$ cat src/rtl/riscv_pkg.sv
// Shared RV32I/RV64I decode definitions: opcode constants, immediate formats
// and the per-instruction control-flag bundle.
package riscv_pkg;

  localparam logic [6:0] OPC_LOAD     = 7'b0000011;
  localparam logic [6:0] OPC_MISC_MEM = 7'b0001111;
  localparam logic [6:0] OPC_OP_IMM   = 7'b0010011;
  localparam logic [6:0] OPC_AUIPC    = 7'b0010111;
  localparam logic [6:0] OPC_STORE    = 7'b0100011;
  localparam logic [6:0] OPC_OP       = 7'b0110011;
  localparam logic [6:0] OPC_LUI      = 7'b0110111;
  localparam logic [6:0] OPC_BRANCH   = 7'b1100011;
  localparam logic [6:0] OPC_JALR     = 7'b1100111;
  localparam logic [6:0] OPC_JAL      = 7'b1101111;
  localparam logic [6:0] OPC_SYSTEM   = 7'b1110011;

  localparam logic [6:0] FUNCT7_ZERO = 7'b0000000;
  localparam logic [6:0] FUNCT7_ALT  = 7'b0100000;

  typedef enum logic [2:0] {
    FMT_NONE,
    FMT_I,
    FMT_S,
    FMT_B,
    FMT_U,
    FMT_J,
    FMT_SHAMT
  } imm_fmt_e;

  typedef struct packed {
    logic reg1_en;
    logic reg2_en;
    logic imm_en;
    logic regw_en;
    logic memr_en;
    logic memw_en;
    logic alt_op;
    logic br_en;
    logic j_en;
  } ctrl_t;

endpackage

$ cat src/rtl/instr_decode_comb.sv
// Purely combinational base-ISA decoder: field split, immediate build,
// control flags and illegal detection.
module instr_decode_comb
  import riscv_pkg::*;
#(
  parameter int unsigned XLEN          = 32,
  parameter int unsigned INSTR_WIDTH   = 32,
  parameter int unsigned REG_NAME_BITS = 5,
  parameter int unsigned FUNC_BITS     = 3,
  parameter int unsigned OP_BITS       = 7
) (
  input  logic [INSTR_WIDTH-1:0]   instr,
  output logic [OP_BITS-1:0]       op,
  output logic [FUNC_BITS-1:0]     funct3,
  output logic [REG_NAME_BITS-1:0] rs1,
  output logic [REG_NAME_BITS-1:0] rs2,
  output logic [REG_NAME_BITS-1:0] rd,
  output logic [XLEN-1:0]          imm,
  output ctrl_t                    ctrl,
  output logic                     illegal
);

  logic [2:0]        f3;
  logic [6:0]        f7;
  logic [6:0]        shift_hi;
  logic [5:0]        shamt;
  logic signed [31:0] imm32;
  logic [XLEN-1:0]   imm_raw;
  imm_fmt_e          fmt;
  ctrl_t             ctrl_raw;
  logic              opc_ok;
  logic              bad_funct;

  assign f3 = instr[14:12];
  assign f7 = instr[31:25];
  assign op     = OP_BITS'(instr[6:0]);
  assign funct3 = FUNC_BITS'(instr[14:12]);
  assign rs1    = REG_NAME_BITS'(instr[19:15]);
  assign rs2    = REG_NAME_BITS'(instr[24:20]);
  assign rd     = REG_NAME_BITS'(instr[11:7]);

  // RV64 shifts carry shamt[5] in bit 25, so only bits 31:26 act as funct7 there
  assign shamt    = (XLEN == 64) ? instr[25:20] : {1'b0, instr[24:20]};
  assign shift_hi = (XLEN == 64) ? {instr[31:26], 1'b0} : instr[31:25];

  always_comb begin
    fmt       = FMT_NONE;
    ctrl_raw  = '0;
    opc_ok    = 1'b1;
    bad_funct = 1'b0;
    case (instr[6:0])
      OPC_OP_IMM: begin
        ctrl_raw.reg1_en = 1'b1;
        ctrl_raw.imm_en  = 1'b1;
        ctrl_raw.regw_en = 1'b1;
        if (f3 == 3'b001 || f3 == 3'b101) begin
          fmt       = FMT_SHAMT;
          bad_funct = !((shift_hi == FUNCT7_ZERO) ||
                        (f3 == 3'b101 && shift_hi == FUNCT7_ALT)) ||
                      (XLEN == 32 && instr[25]);
        end else begin
          fmt = FMT_I;
        end
        ctrl_raw.alt_op = (f3 == 3'b101) && instr[30];
      end
      OPC_LUI, OPC_AUIPC: begin
        fmt              = FMT_U;
        ctrl_raw.imm_en  = 1'b1;
        ctrl_raw.regw_en = 1'b1;
      end
      OPC_OP: begin
        ctrl_raw.reg1_en = 1'b1;
        ctrl_raw.reg2_en = 1'b1;
        ctrl_raw.regw_en = 1'b1;
        ctrl_raw.alt_op  = (f3 == 3'b000 || f3 == 3'b101) && instr[30];
        bad_funct = !((f7 == FUNCT7_ZERO) ||
                      (f7 == FUNCT7_ALT && (f3 == 3'b000 || f3 == 3'b101)));
      end
      OPC_JAL: begin
        fmt              = FMT_J;
        ctrl_raw.imm_en  = 1'b1;
        ctrl_raw.regw_en = 1'b1;
        ctrl_raw.j_en    = 1'b1;
      end
      OPC_JALR: begin
        fmt              = FMT_I;
        ctrl_raw.reg1_en = 1'b1;
        ctrl_raw.imm_en  = 1'b1;
        ctrl_raw.regw_en = 1'b1;
        ctrl_raw.j_en    = 1'b1;
      end
      OPC_BRANCH: begin
        fmt              = FMT_B;
        ctrl_raw.reg1_en = 1'b1;
        ctrl_raw.reg2_en = 1'b1;
        ctrl_raw.imm_en  = 1'b1;
        ctrl_raw.br_en   = 1'b1;
      end
      OPC_LOAD: begin
        fmt              = FMT_I;
        ctrl_raw.reg1_en = 1'b1;
        ctrl_raw.imm_en  = 1'b1;
        ctrl_raw.regw_en = 1'b1;
        ctrl_raw.memr_en = 1'b1;
      end
      OPC_STORE: begin
        fmt              = FMT_S;
        ctrl_raw.reg1_en = 1'b1;
        ctrl_raw.reg2_en = 1'b1;
        ctrl_raw.imm_en  = 1'b1;
        ctrl_raw.memw_en = 1'b1;
      end
      OPC_MISC_MEM, OPC_SYSTEM: fmt = FMT_NONE;
      default: opc_ok = 1'b0;
    endcase
  end

  // 32-bit immediates are sign-extended to XLEN through the signed cast
  always_comb begin
    imm32   = '0;
    imm_raw = '0;
    case (fmt)
      FMT_I: imm32 = {{20{instr[31]}}, instr[31:20]};
      FMT_S: imm32 = {{20{instr[31]}}, instr[31:25], instr[11:7]};
      FMT_B: imm32 = {{19{instr[31]}}, instr[31], instr[7], instr[30:25], instr[11:8], 1'b0};
      FMT_U: imm32 = {instr[31:12], 12'b0};
      FMT_J: imm32 = {{11{instr[31]}}, instr[31], instr[19:12], instr[20], instr[30:21], 1'b0};
      default: imm32 = '0;
    endcase
    case (fmt)
      FMT_NONE:  imm_raw = '0;
      FMT_SHAMT: imm_raw = XLEN'(shamt);
      default:   imm_raw = XLEN'(imm32);
    endcase
  end

  assign illegal = (instr[1:0] != 2'b11) || !opc_ok || bad_funct;
  assign ctrl    = illegal ? '0 : ctrl_raw;
  assign imm     = illegal ? '0 : imm_raw;

endmodule

$ cat src/rtl/decode_stage.sv
// Registered decode stage: input-side decoder feeding an output register plus
// one skid register, so in_ready never depends combinationally on out_ready.
module decode_stage
  import riscv_pkg::*;
#(
  parameter int unsigned XLEN          = 32,
  parameter int unsigned INSTR_WIDTH   = 32,
  parameter int unsigned PC_WIDTH      = 32,
  parameter int unsigned REG_NAME_BITS = 5,
  parameter int unsigned FUNC_BITS     = 3,
  parameter int unsigned OP_BITS       = 7
) (
  input  logic                     clk,
  input  logic                     rst,
  input  logic                     flush,
  input  logic                     in_valid,
  output logic                     in_ready,
  input  logic [INSTR_WIDTH-1:0]   in_instr,
  input  logic [PC_WIDTH-1:0]      in_pc,
  output logic                     out_valid,
  input  logic                     out_ready,
  output logic [PC_WIDTH-1:0]      out_pc,
  output logic [OP_BITS-1:0]       op,
  output logic [FUNC_BITS-1:0]     funct3,
  output logic [REG_NAME_BITS-1:0] rs1,
  output logic [REG_NAME_BITS-1:0] rs2,
  output logic [REG_NAME_BITS-1:0] rd,
  output logic [XLEN-1:0]          imm,
  output logic                     reg1_en,
  output logic                     reg2_en,
  output logic                     imm_en,
  output logic                     regw_en,
  output logic                     memr_en,
  output logic                     memw_en,
  output logic                     alt_op,
  output logic                     br_en,
  output logic                     j_en,
  output logic                     illegal
);

  typedef enum logic [1:0] {ST_EMPTY, ST_HALF, ST_FULL} state_e;

  typedef struct packed {
    logic [PC_WIDTH-1:0]      pc;
    logic [OP_BITS-1:0]       op;
    logic [FUNC_BITS-1:0]     funct3;
    logic [REG_NAME_BITS-1:0] rs1;
    logic [REG_NAME_BITS-1:0] rs2;
    logic [REG_NAME_BITS-1:0] rd;
    logic [XLEN-1:0]          imm;
    ctrl_t                    ctrl;
    logic                     illegal;
  } entry_t;

  logic [OP_BITS-1:0]       d_op;
  logic [FUNC_BITS-1:0]     d_funct3;
  logic [REG_NAME_BITS-1:0] d_rs1, d_rs2, d_rd;
  logic [XLEN-1:0]          d_imm;
  ctrl_t                    d_ctrl;
  logic                     d_illegal;
  entry_t                   dec;

  state_e state_q, state_d;
  entry_t out_q, out_d;
  entry_t skid_q, skid_d;
  logic   in_ready_q, in_ready_d;
  logic   out_valid_q, out_valid_d;
  logic   accept, drain;

  instr_decode_comb #(
    .XLEN(XLEN), .INSTR_WIDTH(INSTR_WIDTH), .REG_NAME_BITS(REG_NAME_BITS),
    .FUNC_BITS(FUNC_BITS), .OP_BITS(OP_BITS)
  ) u_dec (
    .instr(in_instr), .op(d_op), .funct3(d_funct3), .rs1(d_rs1), .rs2(d_rs2),
    .rd(d_rd), .imm(d_imm), .ctrl(d_ctrl), .illegal(d_illegal)
  );

  assign dec    = {in_pc, d_op, d_funct3, d_rs1, d_rs2, d_rd, d_imm, d_ctrl, d_illegal};
  assign accept = in_valid && in_ready_q;
  assign drain  = out_valid_q && out_ready;

  // Flush wins over any same-cycle accept or drain
  always_comb begin
    state_d = state_q;
    out_d   = out_q;
    skid_d  = skid_q;
    if (flush) begin
      state_d = ST_EMPTY;
    end else begin
      case (state_q)
        ST_EMPTY: if (accept) begin
          out_d   = dec;
          state_d = ST_HALF;
        end
        ST_HALF: begin
          if (accept && drain) begin
            out_d = dec;
          end else if (accept) begin
            skid_d  = dec;
            state_d = ST_FULL;
          end else if (drain) begin
            state_d = ST_EMPTY;
          end
        end
        ST_FULL: if (drain) begin
          out_d   = skid_q;
          state_d = ST_HALF;
        end
        default: state_d = ST_EMPTY;
      endcase
    end
    in_ready_d  = (state_d != ST_FULL);
    out_valid_d = (state_d != ST_EMPTY);
  end

  always_ff @(posedge clk or posedge rst) begin
    if (rst) begin
      state_q     <= ST_EMPTY;
      out_q       <= '0;
      skid_q      <= '0;
      in_ready_q  <= 1'b1;
      out_valid_q <= 1'b0;
    end else begin
      state_q     <= state_d;
      out_q       <= out_d;
      skid_q      <= skid_d;
      in_ready_q  <= in_ready_d;
      out_valid_q <= out_valid_d;
    end
  end

  assign in_ready  = in_ready_q;
  assign out_valid = out_valid_q;
  assign out_pc    = out_q.pc;
  assign op        = out_q.op;
  assign funct3    = out_q.funct3;
  assign rs1       = out_q.rs1;
  assign rs2       = out_q.rs2;
  assign rd        = out_q.rd;
  assign imm       = out_q.imm;
  assign reg1_en   = out_q.ctrl.reg1_en;
  assign reg2_en   = out_q.ctrl.reg2_en;
  assign imm_en    = out_q.ctrl.imm_en;
  assign regw_en   = out_q.ctrl.regw_en;
  assign memr_en   = out_q.ctrl.memr_en;
  assign memw_en   = out_q.ctrl.memw_en;
  assign alt_op    = out_q.ctrl.alt_op;
  assign br_en     = out_q.ctrl.br_en;
  assign j_en      = out_q.ctrl.j_en;
  assign illegal   = out_q.illegal;

endmodule

$ cat config.mk
export PLATFORM = sky130hd
export DESIGN_NAME = decode_stage
export DESIGN_NICKNAME = d
export VERILOG_FILES = /design/src/rtl/riscv_pkg.sv /design/src/rtl/instr_decode_comb.sv /design/src/rtl/decode_stage.sv
export SDC_FILE = /design/constraint.sdc
export NUM_CORES = 1
export LEC_CHECK = 0
export ABC_AREA = 1
export BUFFER_PORTS_ARGS = -buffer_cell sky130_fd_sc_hd__buf_2
export CAP_MARGIN = 15
export CORE_AREA = 2 2 139 141
export DETAILED_ROUTE_END_ITERATION = 10
export DIE_AREA = 0 0 141 143
export PLACE_DENSITY_LB_ADDON = 0.08
export REMOVE_ABC_BUFFERS = 1
export SKIP_CTS_REPAIR_TIMING = 1
export SYNTH_ARGS = -nofsm -noshare
export SYNTH_HDL_FRONTEND = slang
export SYNTH_SLANG_ARGS = --single-unit
$ cat constraint.sdc
create_clock -name clk -period 8.15 [get_ports clk]
set_clock_uncertainty 0.1 [all_clocks]
set_input_delay 1.63 -clock clk [delete_from_list [all_inputs] [get_ports clk]]
set_output_delay 1.63 -clock clk [all_outputs]
set_load 0.01 [all_outputs]
; ---- Yosys cells after proc, flatten, opt, wreduce, memory -nomap -nowiden
; Cells that the tools add are included.
; Widths: inputs -> output; s select.
[classes]
eq_ne = 27
n_reduce_logical = 33
n_mux = 29
bitwise_logic = 2
[op_table]
columns = op, count
row1 = $mux 99, 3
row2 = $pmux 99 s3, 1
row3 = $pmux 32 s5, 1
row4 = $pmux 32 s2, 1
row5 = $mux 32, 1
row6 = $eq 7x6->1 const B, 4
row7 = $eq 7x7->1 const B, 4
row8 = $pmux 3 s6, 1
row9 = $eq 7x5->1 const B, 2
row10 = $eq 3x3->1 const B, 4
row11 = $mux 2, 6
row12 = $reduce_or 11->1, 1
row13 = $mux 1, 10
row14 = $ne 2x2->1 const B, 5
row15 = $mux 9, 1
row16 = $reduce_or 8->1, 1
row17 = $eq 7x2->1 const B, 1
row18 = $eq 7x4->1 const B, 1
row19 = $logic_and 1x1->1, 7
row20 = $logic_not 7->1, 1
row21 = $logic_or 1x1->1, 7
row22 = $reduce_or 7->1, 1
row23 = $eq 3x1->1 const B, 2
row24 = $eq 3x2->1 const B, 2
row25 = other kinds (16), 23
[word_totals]
elab_cells = 128
inputBits = 69
regBits = 202

; ---- Logic depth before layout (Yosys ltp)
[logic_depth]
word_depth = 11
depth_mapped = 15
mapped_depth_nobuf = 13

; ---- By module
; A second synthesis with hierarchy kept.
[unflattened]
cells_unflattened = 1417
hier_area_um2 = 10387.5
[modules_own_cells]
columns = module, cells_per_inst, seq_area_each_um2, instances, area_each_um2
row1 = decode_stage, 1215, 5056.1, 1, 9336.5
row2 = instr_decode_comb, 202, 0.0, 1, 1051.0

; ---- Worst setup path after synthesis
; No wires, ideal clock.
[synth_path]
kind = input port to flip-flop
startpoint = input in_instr[1]
endpoint = register out_q (netlist bit imm[1])
setup_time_ps = 116
path_slack_ps = 5185
arrival_ps = 2748
n_path_buf = 2
cell_stages = 14
required_time_ps = 7934
path_cell_list = nand2_4 -> inv_2 -> nand3_1 -> nand2_2 -> buf_6 -> nor2_2 -> nand4_2 -> buf_6 -> nor2_1 -> nor2_1 -> nand2_1 -> nand2_1 -> nand2_1 -> nand2_1
[synth_between]
elab_chain_len = 9
word_cells_on_any_way = 34
classes_between = 18 x eq/ne / 9 x mux / 7 x reduce/logical
[synth_rtl]
columns = item, line
row1 = "start, declared", decode_stage.sv:18  ; input logic [INSTR_WIDTH-1:0] in_instr,
row2 = $eq 7x7->1 (tied with other cells), instr_decode_comb.sv:51  ; case (instr[6:0])
row3 = $reduce_or 2->1 (no source line) or $reduce_or 11->1 (tied branches), -
row4 = $pmux 3 s6 or $mux 1 (tied branches), instr_decode_comb.sv:51
row5 = $eq 3x3->1 (tied with other cells), instr_decode_comb.sv:122  ; case (fmt)
row6 = $pmux 32 s5 or $logic_or 1x1->1 (tied branches), "instr_decode_comb.sv:122, instr_decode_comb.sv:137"
row7 = $pmux 32 s2 or $logic_or 1x1->1 (tied branches), "instr_decode_comb.sv:130, instr_decode_comb.sv:137"
row8 = $mux 32 *, instr_decode_comb.sv:139  ; assign imm = illegal ? '0 : imm_raw;
row9 = $mux 99 (on tied branches), "decode_stage.sv:96, decode_stage.sv:91"
row10 = $pmux 99 s3 *, decode_stage.sv:90  ; case (state_q)
row11 = "end signal, assigned", decode_stage.sv:125  ; out_q <= out_d;
row12 = "end, declared", decode_stage.sv:64  ; entry_t out_q, out_d;
; Mark *: on every way between the ends. The rest lies on a longest branch, timed or not. The select of a mux whose other input is x is not followed.
; A chain may end at the register's enable or synchronous reset.

; ---- Worst setup path in the final report
[layout_path]
startpoint = input in_instr[1]
endpoint = register out_q (netlist bit imm[16])
; Same word-level chain as after synthesis.

==> impl_metrics.ini <==
[die]
die-area_um2 = 20200
io_pins = 170
core_area_um2 = 18600
row_count = 50
fp.dieH_um = 143
start_util_pct = 49.5
fp.dieW_um = 141

[clock_network]
cts-root-buf = clkbuf_16
path_clk_slew_ns = 0.06
cts_buffers = 23
clkSinkCount = 202
insertion_delay_ns = 0.49
h-tree-depth = 1
cts_tree = done
cts_buffer_depth = 3

[synth]
synth_top_area_cell = dfrtp_1
ys_ff_latch = 202
yosys_warnings = 0
syn_area_per_cell_um2 = 8.24
synth-xor-area-share_pct = 0
ys_async_sr_fraction_pct = 100
synth_cell_types = 32
synth_top_family_by_area = simple AND/OR/NAND/NOR gates
netlist_area_um2 = 9200
synthAdderAreaFrac_pct = 0
synth-edff-count = 0
synth-seq-area-share_pct = 54.9
synth_simple_gate_area_share_pct = 21.1
synth_ff_type = dfrtp_1
synthCells = 1117
yosysMostFrequentCell = nand2_1
yosys.area.top_type_share_pct = 54.7
synth.top_cells.by_count = nand2_1 (311), o21ai_0 (216), dfrtp_1 (201), inv_1 (75), nor2_1 (69)
muxShareOfSynthArea_pct = 0
synthTopCellsByArea = dfrtp_1 (55%), nand2_1 (13%), o21ai_0 (12%), inv_1 (3.1%), nand3_1 (2.9%)
synth_compound_area_share_pct = 17.0

[sta]
setup_tns_ns = 0
fin_crit_ns = 3.85
fmax_mhz = 260
rsz0062_at_grt = false
whs_ns = 0.371
tightest_slew_ns = 1.04
worst_slack_ns = 4.30
finalSetupViolations = 0
slew_headroom_pct = 30.3
post-route-period-util_pct = 47.3
final-hold-violation-count = 0
slew_violations = 0

[drt]
vias = 7747
wl_per_cell_um = 14.8
post-route-drc-count = 0
drt_iter0_drc = 436
wl_um = 22100
firstDrtPassIters = 4
avgViaCountPerCell = 5.18
ant_nets = 0

[critical_path]
criticalPathCategory = input pin to flop
crit_required_ns = 8.48
cp-startpoint = in_instr[1]
cpPeakStageDelay_ns = 0.82
cp_slowest_cell = nand4_2
cp_max_fo = 40
worstPathCellList = buf_2, nand2_4, inv_2, nand3_1, nand2_2, nor2_2, nand4_2, nand3_1, o211ai_1, nand2_1
worstReg2RegStart = in_ready$_DFF_PP1_
path_buf_inv = 2
cp.arrival_ns = 4.18
crit_top_cell = nand3_1
end_kind = flop
cp-start-kind = input pin
cp_top_family = simple AND/OR/NAND/NOR gates

[placement]
place_congestion = 0.837
place_ws_ns = 3.78
post-dp-hpwl_um = 13800
placed_area_um2 = 10100
placed_cells = 1454
io_buffers = 169

[status]
status = finished, final reports clean

[power]
p_leak_nw = 5.62
switchingPower_mw = 1.07
seq_power_share_pct = 45.4
power_frac_comb_pct = 24.6
p_total_mw = 3.39
p_clk_share_pct = 30.0
swShare_pct = 31.4
ir_drop_mv = 0.157
power_density_nw_per_um2 = 313
p_int_mw = 2.33

[global_routing]
grt_pass1_vias = 7193
overflow = 0
grtUsageTotal_pct = 22.3
antenna_found_initial = 3
grt_max_degree = 126
grt_first_pass_wirelength_um = 36900

[cells_and_area]
fin_area_um2 = 10800
drive_above_1_share_pct = 19.7
fin_util_pct = 58.4
num-fill-cells = 1803
regArea_um2 = 5060
final_cells = 1495
area_growth_pct = 17.8
final_nets = 1314
multi_input_area_um2 = 3520

[min_path]
min_from = skid_q[6]$_DFFE_PP0P_
hold_path.class = flop to flop

[run]
cap_violations = 0
[power by group through the flow]
stage / registers (mW) / clock network (mW) / logic (mW)
2_1_floorplan: 1.63 / 0 / 0.436
5_1_grt: 1.59 / 1.09 / 0.967
3_3_place_gp: 1.55 / 0 / 0.830
6_report: 1.54 / 1.02 / 0.834
4_1_cts: 1.54 / 1.04 / 0.851
3_5_place_dp: 1.56 / 0 / 0.845
[logic make-up (layout without fill, tap and decap cells)]
group / after synthesis / after routing
AO/OA/AOI/OAI: 294 / 294
buffers and inverters: 157 / 299
flip-flops: 202 / 202
AND/OR/NAND/NOR: 464 / 464
other: 0 / 2
[registers in the layout, summed over array words and instances (netlist names)]
name	flops
reg1_en	1
br_en	1
rd	5
rs2	5
memr_en	1
alt_op	1
funct3	3
regw_en	1
state_q	2
out_pc	32
out_valid	1
j_en	1
imm_en	1
imm	32
in_ready	1
op	7
skid_q	99
illegal	1
memw_en	1
reg2_en	1
rs1	5
[worst min-delay path, delay by kind of cell (launching register included)]
family           cells  cell delay [ns]
AND/OR/NAND/NOR      2             0.10
flip-flops           1             0.33
[cell type report]
cell class / instances / share of cell area, %
Sequential cell: 202 / 46.6
Multi-Input combinational cell: 758 / 32.5
Timing Repair Buffer: 176 / 8.28
Clock buffer: 33 / 6.12
Inverter: 84 / 3.00
Tap cell: 234 / 2.70
Clock inverter: 6 / 0.773
Antenna cell: 2 / 0.0462
[path summary, 6_finish.rpt]
path	end	depth (start not counted)	slack [ns]
min in group asynchronous	out_pc[2]$_DFFE_PP0P_	2	1.23
hold / removal	skid_q[6]$_DFFE_PP0P_	2	0.37
hold reg to reg	skid_q[6]$_DFFE_PP0P_	2	0.37
setup reg to reg	skid_q[30]$_DFFE_PP0P_	7	5.19
setup / recovery	imm[16]$_DFFE_PP0P_	10	4.30
max in group asynchronous	skid_q[92]$_DFFE_PP0P_	3	5.14
[cell usage in the layout, fill, tap and decap left out, types with 3 or more instances in the layout]
cell	synthesis	routed
o21ai_0	216	216
buf_2	15	169
clkbuf_8	0	5
nor2_1	69	69
o211ai_1	20	20
a31oi_1	20	20
nand2_1	311	309
clkbuf_1	49	5
nand2_2	6	7
nand3_2	3	3
buf_4	1	7
clkbuf_16	0	23
nor2_2	6	5
nand3_1	53	53
nor2_4	3	4
clkinv_2	0	3
dfrtp_1	201	201
a2bb2oi_1	3	3
o21ai_1	7	7
nand4_1	5	5
inv_1	75	72
a21oi_1	25	25
inv_2	9	10
[per-layer routing]
metal | wire, µm | up-vias | share of wire (%) | GRT usage (%)
li1 | - | 3915 | - | -
met1 | 10700 | 3626 | 48 | 32.2
met2 | 10000 | 181 | 45 | 35.6
met3 | 1110 | 23 | 5.0 | 3.66
met4 | 269 | 2 | 1.2 | 5.32
met5 | 13 | - | 0.059 | 0
Note: power is estimated with default switching activity, not from simulation.
